===== src/rtl/dmem_dump_ctrl.sv =====
// Data-memory port controller: shares the CPU data-memory port with an engine that streams every word out over valid/ready.
// Optional feature: define DMEM_DUMP_CHECKSUM_EN to build the running dump_sum accumulator (otherwise dump_sum is tied to 0).
module dmem_dump_ctrl #(
    parameter int N     = 64,
    parameter int DEPTH = 64
) (
    input  logic         CLOCK_50,
    input  logic         reset,
    input  logic         dump,
    input  logic [N-1:0] cpu_addr,
    input  logic [N-1:0] cpu_wdata,
    input  logic         cpu_we,
    output logic [N-1:0] cpu_rdata,
    output logic         cpu_stall,
    output logic [N-1:0] mem_addr,
    output logic [N-1:0] mem_wdata,
    output logic         mem_we,
    input  logic [N-1:0] mem_rdata,
    output logic         dump_valid,
    input  logic         dump_ready,
    output logic [N-1:0] dump_addr,
    output logic [N-1:0] dump_data,
    output logic         dump_busy,
    output logic         dump_done,
    output logic [N-1:0] dump_sum
);
    localparam int            IW       = $clog2(DEPTH);
    localparam logic [IW-1:0] LAST_IDX = IW'(DEPTH - 1);

    typedef enum logic [1:0] {
        S_IDLE  = 2'd0,
        S_READ  = 2'd1,
        S_FLUSH = 2'd2,
        S_DONE  = 2'd3
    } state_t;

    state_t         state_q, state_d;
    logic           dump_q;
    logic [IW-1:0]  idx_q, idx_d;
    logic           valid_q, valid_d;
    logic [N-1:0]   data_q, data_d;
    logic [N-1:0]   addr_q, addr_d;
    logic           busy_q, busy_d;
    logic           done_q, done_d;
    logic           stall_q, stall_d;
    logic           trigger_s, load_s, xfer_s;
    logic [N-1:0]   idx_addr_s;

    // Handshake qualifiers and the byte address of the word being fetched.
    always_comb begin
        trigger_s  = dump & ~dump_q;
        load_s     = ~valid_q | dump_ready;
        xfer_s     = valid_q & dump_ready;
        idx_addr_s = {{(N-IW-3){1'b0}}, idx_q, 3'b000};
    end

    // Next-state logic for the dump sequencer and the presented word.
    always_comb begin
        state_d = state_q;
        idx_d   = idx_q;
        valid_d = valid_q;
        data_d  = data_q;
        addr_d  = addr_q;
        busy_d  = busy_q;
        stall_d = stall_q;
        done_d  = 1'b0;
        case (state_q)
            S_IDLE: begin
                if (trigger_s) begin
                    state_d = S_READ;
                    idx_d   = {IW{1'b0}};
                    valid_d = 1'b0;
                    busy_d  = 1'b1;
                    stall_d = 1'b1;
                end else begin
                    state_d = S_IDLE;
                end
            end
            S_READ: begin
                // A new word may replace the old one in the same cycle it is accepted.
                if (load_s) begin
                    data_d  = mem_rdata;
                    addr_d  = idx_addr_s;
                    valid_d = 1'b1;
                    idx_d   = idx_q + IW'(1'b1);
                    if (idx_q == LAST_IDX) begin
                        state_d = S_FLUSH;
                    end else begin
                        state_d = S_READ;
                    end
                end else begin
                    state_d = S_READ;
                end
            end
            S_FLUSH: begin
                if (xfer_s) begin
                    valid_d = 1'b0;
                    done_d  = 1'b1;
                    state_d = S_DONE;
                end else begin
                    state_d = S_FLUSH;
                end
            end
            S_DONE: begin
                state_d = S_IDLE;
                busy_d  = 1'b0;
                stall_d = 1'b0;
            end
            default: begin
                state_d = S_IDLE;
                valid_d = 1'b0;
                busy_d  = 1'b0;
                stall_d = 1'b0;
            end
        endcase
    end

    // Memory port ownership: CPU pass-through in IDLE, dump engine otherwise.
    always_comb begin
        if (state_q == S_IDLE) begin
            mem_addr  = cpu_addr;
            mem_wdata = cpu_wdata;
            mem_we    = cpu_we;
            cpu_rdata = mem_rdata;
        end else begin
            mem_addr  = idx_addr_s;
            mem_wdata = {N{1'b0}};
            mem_we    = 1'b0;
            cpu_rdata = {N{1'b0}};
        end
    end

    // Sequencer and presented-word registers.
    always_ff @(posedge CLOCK_50 or posedge reset) begin
        if (reset) begin
            state_q <= S_IDLE;
            dump_q  <= 1'b0;
            idx_q   <= {IW{1'b0}};
            valid_q <= 1'b0;
            data_q  <= {N{1'b0}};
            addr_q  <= {N{1'b0}};
            busy_q  <= 1'b0;
            done_q  <= 1'b0;
            stall_q <= 1'b0;
        end else begin
            state_q <= state_d;
            dump_q  <= dump;
            idx_q   <= idx_d;
            valid_q <= valid_d;
            data_q  <= data_d;
            addr_q  <= addr_d;
            busy_q  <= busy_d;
            done_q  <= done_d;
            stall_q <= stall_d;
        end
    end

    assign cpu_stall  = stall_q;
    assign dump_valid = valid_q;
    assign dump_data  = data_q;
    assign dump_addr  = addr_q;
    assign dump_busy  = busy_q;
    assign dump_done  = done_q;

`ifdef DMEM_DUMP_CHECKSUM_EN
    logic [N-1:0] sum_q, sum_d;

    // Checksum: cleared on trigger, accumulates each accepted word, held afterwards.
    always_comb begin
        if ((state_q == S_IDLE) && trigger_s) begin
            sum_d = {N{1'b0}};
        end else if (xfer_s) begin
            sum_d = sum_q + data_q;
        end else begin
            sum_d = sum_q;
        end
    end

    // Checksum register.
    always_ff @(posedge CLOCK_50 or posedge reset) begin
        if (reset) begin
            sum_q <= {N{1'b0}};
        end else begin
            sum_q <= sum_d;
        end
    end

    assign dump_sum = sum_q;
`else
    assign dump_sum = {N{1'b0}};
`endif

endmodule


===== config.mk =====
export PLATFORM = sky130hd
export DESIGN_NAME = dmem_dump_ctrl
export DESIGN_NICKNAME = d
export VERILOG_FILES = /design/src/rtl/dmem_dump_ctrl.sv
export SDC_FILE = /design/constraint.sdc
export NUM_CORES = 1
export LEC_CHECK = 0
export BUFFER_PORTS_ARGS = -buffer_cell sky130_fd_sc_hd__buf_2
export CAP_MARGIN = 20
export CORE_AREA = 2 2 230 232
export CTS_CLUSTER_SIZE = 40
export DETAILED_ROUTE_END_ITERATION = 12
export DIE_AREA = 0 0 232 234
export PLACE_DENSITY = 0.31
export SLEW_MARGIN = 20
export SYNTH_ARGS = -nofsm -noshare
export SYNTH_HDL_FRONTEND = slang
export SYNTH_SLANG_ARGS = --single-unit

===== constraint.sdc =====
create_clock -name CLOCK_50 -period 4.6 [get_ports CLOCK_50]
set_input_delay 0.23 -clock CLOCK_50 [delete_from_list [all_inputs] [get_ports CLOCK_50]]
set_output_delay 0.23 -clock CLOCK_50 [all_outputs]
set_load 0.02 [all_outputs]

==> results_dict.tcl, run 1 <==
set metrics [dict create \
    coreArea_sq_mm 0.0520 \
    clk-insertion-delay-late_ns 0.37 \
    cp_data_arrival_time_ns 2.19 \
    boundaryPins 586 \
    rows 84 \
    finalWorstPathRequiredPeriod_ns 2.42 \
    floorplan.initialDensity_pct 11.1 \
    yosys_register_bits 82 \
    antenna_found_initial 13 \
    design.die.area_sq_mm 0.0543 \
    grt_usage_pct 8.01 \
    max_clock_freq_ghz 0.414 \
    drcViolationCount 0 \
    fp.dieW_microns 232 \
    ratio_of_cells_with_drive_above_1_in_the_final_layout_pct 56.6 \
    mappedNetlistArea_sq_mm 0.00580 \
    crit_fanout 57 \
    status "finished clean" \
    synth_cell_types 37 \
    dr.first_iter.drc_count 117 \
    weighted_congestion_at_the_end_of_routability_driven_global_placement 0.710 \
    nNetsFinal 1190 \
    detail_route.first_pass.iterations 4 \
    setup_viol 0 \
    port_buffers 463 \
    slew_headroom_pct 57.3 \
    route.antenna.remaining_nets 0 \
    crit_path_end_kind "output pin" \
    drt_wl_total_microns 23400 \
    cp.required_ns 4.37 \
    rsz0062_at_grt "false" \
    dp_hpwl_microns 19100 \
    synth-seq-area-share_pct 35.4 \
    clock_input_transition_at_the_sequential_cells_of_the_worst_setup_and_hold_paths_ns 0.06 \
    rr_worst_depth 4 \
    synthesized_area_divided_by_synthesized_cell_count_sq_um 10.7 \
    cts_buffer_depth 2 \
    first_pass_grt_wire_length_microns 30900 \
    timing.final.max_slew_violations 0 \
    hold_path_class "primary input to flip-flop" \
    hold_violations 0 \
    most-common-layout-cells "463 x sky130_fd_sc_hd__buf_2, 187 x sky130_fd_sc_hd__and2_1, 122 x sky130_fd_sc_hd__conb_1" \
    drt-vias-per-instance 3.01 \
    fillCellCount 5928 \
    finalSetupTns_ns 0 \
    clock-sinks 82 \
    die-height_microns 234 \
    syn_inst 544 \
    power_density_mw_per_mm2 398 \
    cts_tree "yes" \
    yosys_warnings 0 \
    maxCapViolations 0 \
    cellLeakagePower_nw 4.92 \
    critPathKind "flip-flop to output pin" \
    overflow 0 \
    number_of_cells_on_the_worst_hold_path 2 \
    worstMarginPinSlew_ns 0.641 \
    drt-wirelength-per-cell_microns 13.9 \
    leading_cell_type_in_the_layout_fill_and_taps_excluded "sky130_fd_sc_hd__buf_2" \
    finalHoldWorstSlack_ns 0.101 \
    pin_count_of_the_biggest_net_entering_global_routing 86 \
    num_vias 5079 \
    htree_levels 3 \
    fin_worst_skew_ns 0.00497 \
    first_global_vias 4746 \
    layout_overhead_on_the_synthesized_area_pct 50.2 \
    numCtsBuffers 9 \
    peakVddDrop_mv 0.162 \
    cts_root_buf "sky130_fd_sc_hd__clkbuf_16" \
    final_min_period_over_clock_period_pct 52.5 \
    timing.critical_path.from_type "flip-flop" \
]
synth_stat cells (all sizes together):
| cell type | number | area share, % |
|---|---|---|
| a21oi | 4 | 0.35 |
| a31o | 1 | 0.15 |
| a41oi | 1 | 0.15 |
| and2 | 187 | 20 |
| and2b | 1 | 0.13 |
| and3 | 2 | 0.22 |
| and4b | 1 | 0.17 |
| buf | 132 | 19 |
| clkbuf | 22 | 1.4 |
| conb | 1 | 0.065 |
| dfrtp | 82 | 35 |
| ha | 1 | 0.22 |
| inv | 3 | 0.19 |
| mux2 | 76 | 19 |
| mux2i | 2 | 0.35 |
| nand2 | 6 | 0.39 |
| nand2b | 3 | 0.45 |
| nand3 | 2 | 0.17 |
| nor2 | 1 | 0.065 |
| nor2b | 1 | 0.11 |
| nor3b | 1 | 0.13 |
| nor4 | 1 | 0.11 |
| nor4b | 1 | 0.15 |
| o211ai | 1 | 0.13 |
| o21ai | 2 | 0.17 |
| o21bai | 1 | 0.13 |
| o31ai | 2 | 0.26 |
| or2b | 1 | 0.13 |
| or3 | 1 | 0.11 |
| or3b | 1 | 0.15 |
| or4 | 2 | 0.26 |
| or4b | 1 | 0.17 |
path summary, 6_finish.rpt:
kind | startpoint | end | slack (ns)
setup reg to reg | flip-flop | dump_data[62] | 2.19
max in group asynchronous | reset | dump_data[59] | 3.04
hold reg to reg | dump_data[37] | dump_data[37] | 0.50
hold / removal | mem_rdata[25] | dump_data[25] | 0.10
min in group asynchronous | reset | dump_data[10] | 0.51
setup / recovery | state_q[0] | cpu_rdata[28] | 2.18
flip-flops by register name, summed over array words and instances (netlist names), named ones only:
register	cells
dump_data	64
state_q	1
dump_q	1
idx_q	6
dump_done	1
cpu_stall	1
dump_addr	6
dump_valid	1
cells by family after synthesis:
| group | share of synthesized area [%] |
|---|---|
| muxes | 19.5 |
| AOI/OAI and AO/OA | 1.34 |
| and+or+nand+nor | 23.1 |
| buffers and inverters | 20.4 |
| adders and majority gates | 0.216 |
| other | 0.0647 |
| DFF | 35.4 |
power breakdown:
group          switching (mW)  internal, mW  total [mW]
combinational           0.960         0.640        1.60
clock                   0.331         0.523       0.853
sequential              0.121         0.888        1.01
layout make-up:
class	instances	area [sq um]	share of cell area, %
Antenna cell	2	5.00	0.0575
Clock buffer	13	270	3.10
Clock inverter	3	68.8	0.791
Inverter	3	13.8	0.158
Multi-Input combinational cell	426	3020	34.7
Sequential cell	82	2050	23.6
Tap cell	688	861	9.89
Timing Repair Buffer	470	2410	27.7
layer usage:
metal  track usage, %  wire length [microns]
met2             14.2                  11900
met3             2.99                   2150
met5                0                     87
met1             8.41                   8490
met4             3.71                    717
through the flow:
| stage | cell area [sq um] | total power, mW | setup slack (ns) | utilization, % | cells |
|---|---|---|---|---|---|
| floorplan | 6250 | 2.16 | 2.26 | - | 665 |
| global placement | 8320 | 2.67 | 2.07 | 16.0 | 1666 |
| detailed placement | 8320 | 2.65 | 2.06 | 16.0 | 1666 |
| CTS | 8680 | 3.56 | 1.62 | 16.7 | 1684 |
| global route | 8700 | 3.70 | 1.98 | 16.7 | 1685 |
| finish | 8700 | 3.46 | 2.18 | 16.7 | 1687 |
worst max-delay path, cell delays in order, from the launching register on:
cell and delay, ns:
sky130_fd_sc_hd__dfrtp_1 0.47, sky130_fd_sc_hd__nor2_4 0.29, sky130_fd_sc_hd__buf_12 0.23, sky130_fd_sc_hd__buf_4 0.40, sky130_fd_sc_hd__and2_1 0.20, sky130_fd_sc_hd__buf_2 0.17
repair_timing:
action,in CTS,in global routing
setup buffers,0,0
endpoints found under the setup margin,0,0
gates resized for setup,0,0
hold buffers,2,0
endpoints found under the hold margin,42,0
No activity file was read; power rests on OpenSTA's default activity.
==> inputs of run 2 (changes only) <==
Settings changed: ABC_AREA set to 1, CORE_AREA 2 2 230 232 to 2 2 228 230, DIE_AREA 0 0 232 234 to 0 0 230 232, PLACE_DENSITY 0.31 to 0.32.
Clock period 4.6 ns to 2.04 ns, I/O delays scaled along.
==> results_dict.tcl, run 2 <==
set metrics [dict create \
    status "finished clean" \
    timing.critical_path.from_type "flip-flop" \
    min_to "dump_data[33]" \
    syn_inst 835 \
    layout_overhead_on_the_synthesized_area_pct 60.4 \
    synth_top_family_by_area "buffers and inverters" \
    yosys_warnings 0 \
    maxCapViolations 0 \
    first_global_vias 5896 \
    cp.required_ns 1.94 \
    ys_top_cells_by_area "sky130_fd_sc_hd__dfrtp_1 37%, sky130_fd_sc_hd__buf_4 17%, sky130_fd_sc_hd__inv_1 14%, sky130_fd_sc_hd__nor2_1 13%, sky130_fd_sc_hd__o21ai_0 6.4%" \
    critPathKind "flip-flop to output pin" \
    drcViolationCount 0 \
    final_min_period_over_clock_period_pct 94.8 \
    pin_count_of_the_biggest_net_entering_global_routing 109 \
    clk-insertion-delay-late_ns 0.37 \
    timing.final.max_slew_violations 0 \
    crit_path_end_kind "output pin" \
    clock_input_transition_at_the_sequential_cells_of_the_worst_setup_and_hold_paths_ns 0.07 \
    ratio_of_cells_with_drive_above_1_in_the_final_layout_pct 37.3 \
    yosysTopAreaCell "sky130_fd_sc_hd__dfrtp_1" \
    design.die.area_sq_mm 0.0534 \
    crit_path_top_delay_cell "sky130_fd_sc_hd__dfrtp_2" \
    num_vias 6258 \
    setup_viol 0 \
    fin_worst_skew_ns 0.0133 \
    synth-adder-area-share_pct 0.224 \
    max_clock_freq_ghz 0.517 \
    hold_violations 0 \
    hp-start "mem_rdata[33]" \
    overflow 0 \
    first_pass_grt_wire_length_microns 38100 \
    synth_cell_types 21 \
    worst_path_largest_cell_delay_ns 0.46 \
    worstPathBufferInverterCount 3 \
    finalSetupTns_ns 0 \
    cts_tree "yes" \
    numCtsBuffers 9 \
    weighted_congestion_at_the_end_of_routability_driven_global_placement 0.757 \
    synth_xor_area_share_pct 0 \
    drt-vias-per-instance 3.11 \
    mappedNetlistArea_sq_mm 0.00558 \
    port_buffers 463 \
    critical_path.top_delay_family "buffers and inverters" \
    synth_edf_count 0 \
    ys_async_sr_fraction_pct 100 \
    synth-compound-area-share_pct 7.61 \
    crit_path_cell_trace "nor2_4, inv_6, buf_12, nor2_1, buf_2" \
    floorplan.initialDensity_pct 11.0 \
    drt_wl_total_microns 27300 \
    synth.top_cell.area_share_pct 36.8 \
    htree_levels 3 \
    finalWorstPathRequiredPeriod_ns 1.93 \
    power_density_mw_per_mm2 669 \
    route.antenna.remaining_nets 0 \
    boundaryPins 586 \
    cts_buffer_depth 2 \
    most-common-layout-cells "463 x sky130_fd_sc_hd__buf_2, 201 x sky130_fd_sc_hd__inv_1, 196 x sky130_fd_sc_hd__nor2_1" \
    dp_hpwl_microns 22400 \
    number_of_cells_on_the_worst_hold_path 3 \
    drt-wirelength-per-cell_microns 13.6 \
    slew_headroom_pct 65.4 \
    cp_data_arrival_time_ns 1.83 \
    worstMarginPinSlew_ns 0.519 \
    leading_cell_type_in_the_layout_fill_and_taps_excluded "sky130_fd_sc_hd__buf_2" \
    synth.cells.most_frequent "202 x sky130_fd_sc_hd__inv_1, 200 x sky130_fd_sc_hd__nor2_1, 123 x sky130_fd_sc_hd__buf_4, 92 x sky130_fd_sc_hd__nand2_1, 82 x sky130_fd_sc_hd__dfrtp_1" \
    hold_path_class "primary input to flip-flop" \
    coreArea_sq_mm 0.0509 \
    yosys-mux-area-fraction_pct 0 \
    yosysMostFrequentCell "sky130_fd_sc_hd__inv_1" \
    dr.first_iter.drc_count 199 \
    final_core_util_pct 17.6 \
    cellLeakagePower_nw 5.79 \
    grt_usage_pct 9.75 \
    dominantRegCellSynth "sky130_fd_sc_hd__dfrtp_1" \
    antenna_found_initial 10 \
    clock-sinks 82 \
    synth_simple_gate_area_share_pct 21.2 \
    yosys_register_bits 82 \
    regToRegStartpoint "state_q[0]" \
    rsz0062_at_grt "false" \
    largest_register_ffs 64 \
    cts_root_buf "sky130_fd_sc_hd__clkbuf_16" \
    crit_reg_reg_endpoint "dump_data[45]" \
    reg2reg_setup_slack_ns 0.46 \
    post-cts-setup-buffer-count 0 \
    rows 83 \
    nNetsFinal 1523 \
    die-height_microns 232 \
    rr_worst_depth 6 \
    peakVddDrop_mv 0.357 \
    crit_fanout 71 \
    synthesized_area_divided_by_synthesized_cell_count_sq_um 6.68 \
    fp.dieW_microns 230 \
    detail_route.first_pass.iterations 4 \
    synth-seq-area-share_pct 36.8 \
]
## run 2: cell type report
type	count	area (sq um)
antenna	3	7.51
inverter	204	774
sequential	82	2050
clock inverter	5	37.5
multi-input combinational	511	2090
clock buffer	11	233
tap	680	851
timing repair buffer	517	2900
fill	6001	41900
## run 2: layer usage
layer | part of all wire (%) | up-vias | wire length [microns] | track usage [%]
met5 | 0.21 | - | 56 | 0
met4 | 1.1 | 10 | 311 | 2.48
met3 | 8.7 | 27 | 2380 | 3.98
met2 | 53 | 284 | 14500 | 17.9
met1 | 37 | 2823 | 10100 | 10.2
li1 | - | 3114 | - | -
## run 2: logic make-up after synthesis
logic type                 after synthesis
adders and majority gates                1
buffers and inverters                  363
and+or+nand+nor                        304
AOI/OAI and AO/OA                       84
other                                    1
DFF                                     82
## run 2: power breakdown
group	total [mW]	internal, mW	switching [mW]
logic	2.25	0.697	1.55
clock network	1.62	0.834	0.788
registers	2.11	1.93	0.182
## run 2: worst min-delay path, cell delays in order
cell and delay, ns:
sky130_fd_sc_hd__buf_2 0.09, sky130_fd_sc_hd__inv_1 0.07, sky130_fd_sc_hd__o21ai_0 0.08
## run 2: repair_timing
item | CTS | global route
setup endpoints to repair | 21 | 29
hold buffers | 47 | 0
resized for setup | 2 | 5
hold endpoints to repair | 128 | 0
pin swaps | 0 | 0
## run 2: stage by stage
step	area [sq um]	hold slack [ns]	total power, mW	setup slack, ns	instances
after floorplan	6030	0.133	3.65	0.562	956
after global placement	8170	0.231	4.37	0.312	1947
after detailed placement	8170	0.236	4.37	0.342	1947
after CTS	8920	0.00152	6.20	0.0249	2010
after global routing	8940	0.0127	6.47	0.0180	2013
final	8940	0.0351	5.98	0.105	2013
## run 2: worst max path at each step
stage / depth (start not counted) / endpoint / slack (ns) / from
after floorplan: 5 / mem_addr[25] / 0.56 / state_q[0]
after global placement: 5 / mem_wdata[39] / 0.31 / state_q[0]
after detailed placement: 5 / mem_wdata[39] / 0.34 / state_q[0]
after CTS: 5 / mem_wdata[24] / 0.02 / state_q[0]
after global routing: 5 / mem_wdata[57] / 0.02 / state_q[0]
final: 5 / mem_wdata[57] / 0.11 / state_q[0]
==> inputs of run 3 (changes only) <==
Settings changed: SETUP_SLACK_MARGIN set to 0.5, TNS_END_PERCENT set to 100.
==> results_dict.tcl, run 3 (synthesis results as in run 2) <==
set metrics [dict create \
    multiInputGateArea_sq_mm 0.00223 \
    num_vias 6419 \
    detail_route.first_pass.iterations 5 \
    finalWorstPathRequiredPeriod_ns 1.76 \
    clk-insertion-delay-late_ns 0.37 \
    crit_path_end_kind "output pin" \
    antenna_found_initial 10 \
    fin_worst_skew_ns 0.0125 \
    die-height_microns 232 \
    preCtsSetupSlack_ns 0.342 \
    layout_setup_ws_ns 0.279 \
    max_clock_freq_ghz 0.568 \
    dr.first_iter.drc_count 189 \
    design.die.area_sq_mm 0.0534 \
    design_power_total_mw 6.24 \
    drt-wirelength-per-cell_microns 14.6 \
    crit_fanout 40 \
    leading_cell_type_in_the_layout_fill_and_taps_excluded "sky130_fd_sc_hd__buf_2" \
    floorplan.initialDensity_pct 11.0 \
    timing.final.max_slew_violations 0 \
    pin_count_of_the_biggest_net_entering_global_routing 109 \
    grt_usage_pct 10.1 \
    first_pass_grt_wire_length_microns 39000 \
    route.antenna.remaining_nets 0 \
    htree_levels 3 \
    rows 83 \
    dp_hpwl_microns 22400 \
    clock-sinks 82 \
    boundaryPins 586 \
    port_buffers 463 \
    cellLeakagePower_nw 5.91 \
    ratio_of_cells_with_drive_above_1_in_the_final_layout_pct 40.8 \
    largest_register_ffs 64 \
    clock_input_transition_at_the_sequential_cells_of_the_worst_setup_and_hold_paths_ns 0.07 \
    first_global_vias 5995 \
    critPathKind "flip-flop to output pin" \
    cts_tree "yes" \
    fp.dieW_microns 230 \
    status "finished clean" \
    peakVddDrop_mv 0.363 \
    timing.critical_path.from_type "flip-flop" \
    setup_viol 0 \
    final_min_period_over_clock_period_pct 86.3 \
    power_density_mw_per_mm2 640 \
    hold_path_class "primary input to flip-flop" \
    coreArea_sq_mm 0.0509 \
    final-seq-area_sq_mm 0.00205 \
    drt-vias-per-instance 3.16 \
    rsz0062_at_grt "true" \
    overflow 0 \
    drcViolationCount 0 \
    cts_buffer_depth 2 \
    finalHoldWorstSlack_ns 0.0347 \
    most-common-layout-cells "306 x sky130_fd_sc_hd__buf_2, 201 x sky130_fd_sc_hd__inv_1, 167 x sky130_fd_sc_hd__buf_4" \
    slew_headroom_pct 64.6 \
    layout_overhead_on_the_synthesized_area_pct 74.8 \
    cts_root_buf "sky130_fd_sc_hd__clkbuf_16" \
    cp_data_arrival_time_ns 1.66 \
    numCtsBuffers 9 \
    hold_violations 0 \
    fillCellCount 5930 \
    cp.required_ns 1.94 \
    drt_wl_total_microns 29700 \
    maxCapViolations 0 \
    finalSetupTns_ns 0 \
    worstMarginPinSlew_ns 0.531 \
    nNetsFinal 1543 \
    weighted_congestion_at_the_end_of_routability_driven_global_placement 0.757 \
]
run 3: path summary, 6_finish.rpt:
path | cells after the start | slack, ns | end | start
worst min-delay path | 3 | 0.03 | dump_data[37] | mem_rdata[37]
max in group asynchronous | 4 | 1.18 | dump_data[49] | reset
min in group asynchronous | 4 | 0.45 | dump_data[16] | reset
worst min register to register | 2 | 0.48 | dump_data[42] | dump_data[42]
worst max-delay path | 5 | 0.28 | mem_wdata[6] | state_q[0]
worst max register to register | 8 | 0.46 | dump_data[23] | state_q[0]
run 3: layout make-up:
cell class	instances	share of cell area (%)
sequential	82	21.1
clock inverter	5	0.385
antenna	3	0.0770
inverter	204	7.97
timing repair inverter	1	0.0642
clock buffer	11	2.39
multi-input combinational	512	22.9
tap	680	8.73
timing repair buffer	535	36.4
run 3: what timing repair did:
action                                  in CTS  in global routing
resized for setup                          101                117
hold endpoints to repair                   128                  0
buffers inserted                             5                  6
endpoints found under the setup margin     204                260
pin swaps                                    1                  4
hold buffers                                47                  0
cloned                                       3                  6
run 3: per-stage QoR:
stage	area, sq um	instances	utilization, %
final	9750	2033	19.2
after global routing	9750	2033	19.2
after detailed placement	8170	1947	16.1
after global placement	8170	1947	16.1
after CTS	9270	2018	18.2
after floorplan	6030	956	-
run 3: worst max-delay path, stage by stage (launching register included):
cell and delay, ns:
sky130_fd_sc_hd__dfrtp_2 0.43, sky130_fd_sc_hd__nor2_4 0.19, sky130_fd_sc_hd__inv_8 0.11, sky130_fd_sc_hd__buf_16 0.19, sky130_fd_sc_hd__nor2_1 0.16, sky130_fd_sc_hd__buf_4 0.17
run 3: power by group:
part	internal (mW)	switching [mW]
registers	1.93	0.181
logic	0.835	1.65
clock network	0.835	0.810
total	3.60	2.64
run 3: routing by layer:
| metal | GRT usage (%) | part of all wire, % | wire length (microns) |
|---|---|---|---|
| met5 | 0 | 0.21 | 62 |
| met4 | 2.48 | 1.0 | 308 |
| met2 | 18.6 | 54 | 16100 |
| met1 | 10.6 | 37 | 10900 |
| met3 | 3.98 | 8.1 | 2410 |
